`src/rtl/vr_rr_arbiter.sv`:
```
// Shares one valid/ready sink among NUM_SRC sources, one beat per grant, round-robin or fixed priority.
// Latency: request to snk_valid 1 cycle, at most one beat per 2 cycles; a stalled sink holds the grant (never preempted).
module vr_rr_arbiter #(
  parameter int NUM_SRC     = 4,
  parameter int DATA_WIDTH  = 8,
  parameter int IDX_BITS    = 2,
  parameter int COUNT_WIDTH = 16
) (
  input  logic                           clk,
  input  logic                           reset,
  input  logic                           mode,
  input  logic [NUM_SRC-1:0]             src_valid,
  input  logic [NUM_SRC*DATA_WIDTH-1:0]  src_data,
  output logic [NUM_SRC-1:0]             src_ready,
  output logic                           snk_valid,
  output logic [DATA_WIDTH-1:0]          snk_data,
  input  logic                           snk_ready,
  output logic [IDX_BITS-1:0]            grant_idx,
  output logic                           busy,
  output logic [COUNT_WIDTH-1:0]         xfer_count
);

  localparam logic [0:0] IDLE = 1'b0;
  localparam logic [0:0] BUSY = 1'b1;

  logic [0:0]            state;
  logic [IDX_BITS-1:0]   last_ptr;
  logic [IDX_BITS-1:0]   rr_idx;
  logic [IDX_BITS-1:0]   fp_idx;
  logic [IDX_BITS-1:0]   hi_idx;
  logic                  hi_found;
  logic [IDX_BITS-1:0]   win_idx;
  logic                  any_valid;
  logic                  sel_valid;
  logic [DATA_WIDTH-1:0] sel_data;
  logic                  handshake;

  // Round-robin: first requester above last_ptr, otherwise wrap to the lowest requester.
  always_comb begin
    fp_idx   = '0;
    hi_idx   = '0;
    hi_found = 1'b0;
    for (int i = NUM_SRC - 1; i >= 0; i--) begin
      if (src_valid[i]) begin
        fp_idx = IDX_BITS'(i);
        if (IDX_BITS'(i) > last_ptr) begin
          hi_found = 1'b1;
          hi_idx   = IDX_BITS'(i);
        end
      end
    end
    rr_idx = hi_found ? hi_idx : fp_idx;
  end

  assign any_valid = |src_valid;
  assign win_idx   = mode ? fp_idx : rr_idx;

  always_comb begin
    sel_valid = 1'b0;
    sel_data  = '0;
    for (int i = 0; i < NUM_SRC; i++) begin
      if (grant_idx == IDX_BITS'(i)) begin
        sel_valid = src_valid[i];
        sel_data  = src_data[i*DATA_WIDTH +: DATA_WIDTH];
      end
    end
  end

  assign busy      = (state == BUSY);
  assign snk_valid = busy & sel_valid;
  assign snk_data  = busy ? sel_data : '0;
  assign handshake = busy & sel_valid & snk_ready;

  always_comb begin
    src_ready = '0;
    for (int i = 0; i < NUM_SRC; i++) begin
      src_ready[i] = busy && (grant_idx == IDX_BITS'(i)) && snk_ready;
    end
  end

  always_ff @(posedge clk or negedge reset) begin
    if (!reset) begin
      state      <= IDLE;
      grant_idx  <= '0;
      last_ptr   <= IDX_BITS'(NUM_SRC - 1);
      xfer_count <= '0;
    end else if (state == IDLE) begin
      if (any_valid) begin
        grant_idx <= win_idx;
        state     <= BUSY;
      end
    end else begin
      if (handshake) begin
        last_ptr   <= grant_idx;
        xfer_count <= xfer_count + COUNT_WIDTH'(1);
        state      <= IDLE;
      end else if (!sel_valid) begin
        // Source withdrew its request: release the grant without counting a beat.
        state <= IDLE;
      end
    end
  end

endmodule

```
`config.mk`:
```
export PLATFORM = sky130hd
export DESIGN_NAME = vr_rr_arbiter
export DESIGN_NICKNAME = d
export VERILOG_FILES = /design/src/rtl/vr_rr_arbiter.sv
export SDC_FILE = /design/constraint.sdc
export NUM_CORES = 1
export LEC_CHECK = 0
export CORE_UTILIZATION = 24
export DETAILED_ROUTE_END_ITERATION = 12
export HOLD_SLACK_MARGIN = 0.12
export SLEW_MARGIN = 20
export SYNTH_ARGS = -nofsm -noshare
export SYNTH_HDL_FRONTEND = slang
export SYNTH_SLANG_ARGS = --single-unit
```
`constraint.sdc`:
```
create_clock -name clk -period 1.67 [get_ports clk]
set_input_delay 0.167 -clock clk [delete_from_list [all_inputs] [get_ports clk]]
set_output_delay 0.167 -clock clk [all_outputs]
set_load 0.1 [all_outputs]
```
==> metrics.txt <==
# TYPE chip_impl_metric gauge
chip_impl_info{name="status",value="finished with violations"} 1
chip_impl_info{name="failed_checks",value="negative setup slack"} 1
chip_impl_metric{name="clk_pin_slew",unit="ns"} 0.07
chip_impl_metric{name="routed-via-count",unit=""} 1322
chip_impl_metric{name="total_leakage_power",unit="nW"} 1.12
chip_impl_metric{name="dp_worst_setup_slack",unit="ns"} -0.139
chip_impl_metric{name="max_slew.worst_pin.slew",unit="ns"} 0.430
chip_impl_metric{name="clkLatencyLatePin",unit="ns"} 0.26
chip_impl_metric{name="power.density",unit="nW/um^2"} 1940
chip_impl_metric{name="final_layout_size_suffix_gt1_frac",unit=""} 0.524
chip_impl_metric{name="seq_pwr_share",unit=""} 0.157
chip_impl_metric{name="fp.dieH",unit="um"} 76.1
chip_impl_metric{name="total_switching_power",unit="mW"} 2.72
chip_impl_metric{name="p_comb_frac",unit=""} 0.781
chip_impl_metric{name="drt-pass1-iter-count",unit=""} 4
chip_impl_metric{name="antenna_cells_inserted",unit=""} 0
chip_impl_info{name="yosysTopAreaCell",value="sky130_fd_sc_hd__dfrtp_1"} 1
chip_impl_metric{name="power.switching_fraction",unit=""} 0.513
chip_impl_metric{name="ioPinCount",unit=""} 72
chip_impl_metric{name="die_area",unit="sq um"} 5780
chip_impl_metric{name="drt_total_wl",unit="um"} 4300
chip_impl_metric{name="finish.net_count",unit=""} 250
chip_impl_metric{name="maxSlewHeadroom",unit=""} 0.709
chip_impl_metric{name="crit_required",unit="ns"} 1.50
chip_impl_metric{name="drt-initial-drc-count",unit=""} 36
chip_impl_metric{name="cell_internal_pwr",unit="mW"} 2.58
chip_impl_metric{name="asyncSetResetFlopFracSynth",unit=""} 1.00
chip_impl_metric{name="design.core.area",unit="sq um"} 5200
chip_impl_metric{name="antenna_found_initial",unit=""} 0
chip_impl_info{name="rsz0062_at_grt",value="true"} 1
chip_impl_metric{name="post_place_cells",unit=""} 266
chip_impl_metric{name="fin_crit",unit="ns"} 1.85
chip_impl_metric{name="synth_edf_count",unit=""} 0
chip_impl_metric{name="maxSlewViolCount",unit=""} 0
chip_impl_metric{name="floorplan.initialDensity",unit=""} 0.253
chip_impl_metric{name="rows",unit=""} 26
chip_impl_info{name="critical_path.slowest_cell",value="sky130_fd_sc_hd__mux4_2"} 1
chip_impl_info{name="synth.top_cells.by_count",value="sky130_fd_sc_hd__dfrtp_1 (19), sky130_fd_sc_hd__nand2_1 (11), sky130_fd_sc_hd__xnor2_1 (11)"} 1
chip_impl_metric{name="timing.critical_path.slowest_cell_delay",unit="ns"} 0.51
chip_impl_info{name="most_repeated_cell_in_the_gate_level_netlist_after_synthesis",value="sky130_fd_sc_hd__dfrtp_1"} 1
chip_impl_metric{name="hold_ws",unit="ns"} 0.244
chip_impl_metric{name="setup-violations-final",unit=""} 12
chip_impl_metric{name="detail_route.wl_per_cell",unit="um"} 15.5
chip_impl_metric{name="number_of_global_route_vias_before_repair",unit=""} 1383
chip_impl_metric{name="post_synth.cell_area_avg",unit="sq um"} 11.4
chip_impl_metric{name="synth-seq-cells",unit=""} 21
chip_impl_metric{name="post-dp-hpwl",unit="um"} 3280
chip_impl_metric{name="post-route-period-util",unit=""} 1.11
chip_impl_metric{name="worstPathMaxFanout",unit=""} 5
chip_impl_metric{name="synthesized_cell_area",unit="sq um"} 1320
chip_impl_metric{name="synth.yosys.seq_area_share",unit=""} 0.401
chip_impl_metric{name="clock_tree.buffer_depth",unit=""} 2
chip_impl_metric{name="cts_hold_repair.buffers",unit=""} 0
chip_impl_info{name="clock_tree_from_tritoncts",value="yes"} 1
chip_impl_metric{name="max_cap_violations",unit=""} 0
chip_impl_info{name="synth_ff_type",value="sky130_fd_sc_hd__dfrtp_1"} 1
chip_impl_metric{name="globalRoute.totalOverflow",unit=""} 0
chip_impl_info{name="path_cells",value="buf_6 -> mux4_2 -> and2_4 -> buf_12"} 1
chip_impl_metric{name="detail_route.drc_violations",unit=""} 0
chip_impl_metric{name="gp_routability_congestion",unit=""} 0.870
chip_impl_info{name="critPathKind",value="flip-flop to primary output"} 1
chip_impl_metric{name="setup_ws",unit="ns"} -0.183
chip_impl_metric{name="hold_violations",unit=""} 0
chip_impl_metric{name="port_buffers",unit=""} 71
chip_impl_metric{name="worstPathArrival",unit="ns"} 1.69
chip_impl_info{name="startpoint_type",value="flip-flop"} 1
chip_impl_metric{name="finalSetupTns",unit="ns"} -1.59
chip_impl_metric{name="netlist_instances",unit=""} 115
chip_impl_metric{name="htree_levels",unit=""} 1
chip_impl_metric{name="wire_length_of_the_first_global_routing_pass",unit="um"} 7050
chip_impl_metric{name="postSynthNetCount",unit=""} 156
chip_impl_metric{name="syn2layout_area_growth",unit="%"} 108
chip_impl_metric{name="vdd_drop_max",unit="mV"} 1.56
chip_impl_metric{name="final_antenna_net_count",unit=""} 0
chip_impl_metric{name="fillerInstances",unit=""} 458
chip_impl_info{name="holdCritPathClass",value="input port to asynchronous set/reset pin"} 1
chip_impl_metric{name="cts_inserted_buffers",unit=""} 3
chip_impl_metric{name="p_clk_frac",unit=""} 0.061
chip_impl_metric{name="synth.yosys.warnings",unit=""} 0
chip_impl_metric{name="synth_top_cell_area_share",unit=""} 0.361
chip_impl_info{name="clock_root_buffer_master",value="sky130_fd_sc_hd__clkbuf_8"} 1
chip_impl_metric{name="cell_count_final_fillers_out",unit=""} 278
chip_impl_metric{name="timing.clock.skew",unit="ns"} 0.00133
chip_impl_metric{name="maximum_number_of_pins_on_one_net_before_global_route_repair",unit=""} 22
chip_impl_metric{name="via_per_inst",unit=""} 4.76
chip_impl_metric{name="max_freq",unit="MHz"} 540
chip_impl_metric{name="track_usage",unit=""} 0.150
chip_impl_metric{name="post_synth_num_cell_types",unit=""} 34
chip_impl_info{name="end_kind",value="primary output"} 1
chip_impl_info{name="netlist_top_cells_area",value="sky130_fd_sc_hd__dfrtp_1 (36%), sky130_fd_sc_hd__mux4_2 (8.6%), sky130_fd_sc_hd__mux4_1 (8.0%), sky130_fd_sc_hd__xnor2_1 (7.3%), sky130_fd_sc_hd__dfstp_2 (4.0%)"} 1
chip_impl_metric{name="clock_sink_count",unit=""} 21
chip_impl_metric{name="die_w",unit="um"} 76.1
==> worst max-delay path: cells and delay by family, from the launching register on <==
kind                   cells  cell delay (ns)
buffers and inverters      2             0.30
multiplexers               1             0.51
flip-flops                 1             0.46
AND/OR/NAND/NOR            1             0.16
==> state kept, by name, indices dropped and copies added, names as in the netlist <==
name        cells
last_ptr        2
xfer_count     16
busy            1
grant_idx       2
==> placed cells by master (no fill, tap or decap), drive strengths merged, types with 2 or more instances in the layout <==
master          n
xnor2          11
inv             4
dfstp           2
mux2            3
and4            3
nor2            5
nand2          11
and2           11
dfrtp          19
nand4           4
and3            3
mux4            9
a21oi           2
buf            54
nor3b           2
clkdlybuf4s50  39
o21ai           2
xor2            5
nor3            2
clkbuf          4
nand3           3
==> path summary, 6_finish.rpt <==
check	endpoint	slack, ns	cells past startpoint	from
max reg2reg	xfer_count[14]$_DFFE_PN0P_	-0.03	4	grant_idx[0]$_DFFE_PN0P_
min in group clk	busy$_DFF_PN0_	0.51	2	snk_ready
max in group asynchronous	last_ptr[1]$_DFFE_PN1P_	1.15	2	reset
min reg2reg	xfer_count[3]$_DFFE_PN0P_	0.53	1	xfer_count[3]$_DFFE_PN0P_
min	xfer_count[3]$_DFFE_PN0P_	0.24	2	reset
max	snk_data[3]	-0.18	4	grant_idx[0]$_DFFE_PN0P_
==> metal layers <==
metal | GRT usage | share of wire
met1 | 0.197 | 0.45
met4 | 0.0173 | 0.0028
met5 | 0 | 0
met3 | 0.0359 | 0.081
met2 | 0.258 | 0.47
==> layout make-up <==
cell class,instances,area [sq um],area share
inverters,4,15.0,0.00548
flip-flops and latches,21,553,0.202
multi-input cells,86,821,0.300
clock buffers,4,45.0,0.0165
repair buffers,93,1220,0.444
well taps,70,87.6,0.0320
==> logic make-up after synthesis <==
logic type / count (synthesis) / share of synthesized area
muxes: 12 / 0.200
AOI/OAI and AO/OA: 11 / 0.0570
adders and majority gates: 1 / 0.00950
and+or+nand+nor: 45 / 0.188
buffers and inverters: 9 / 0.0380
xor gates and xnor gates: 16 / 0.106
DFF: 21 / 0.401
==> timing repair <==
item                                    CTS  global route
setup buffers                             3             4
pin swaps                                10             2
gates cloned                              0             1
endpoints found under the setup margin   14            19
gates resized for setup                   9             4
==> power by group through the flow <==
stage / Sequential [mW] / Combinational (mW) / Clock [mW]
after floorplan: 1.46 / 1.89 / 0
after global placement: 0.875 / 3.87 / 0
after CTS: 0.836 / 4.08 / 0.339
after global routing: 0.858 / 4.28 / 0.359
final: 0.835 / 4.14 / 0.325
after detailed placement: 0.887 / 3.93 / 0
==> per-stage QoR <==
| stage | utilization | total power, mW | area (sq um) |
|---|---|---|---|
| final | 0.526 | 5.30 | 2740 |
| after global routing | 0.526 | 5.50 | 2740 |
| after CTS | 0.516 | 5.26 | 2680 |
| after detailed placement | 0.503 | 4.82 | 2620 |
| after global placement | 0.503 | 4.75 | 2620 |
| after floorplan | - | 3.35 | 1420 |
Note: power is estimated with default switching activity, not from simulation.
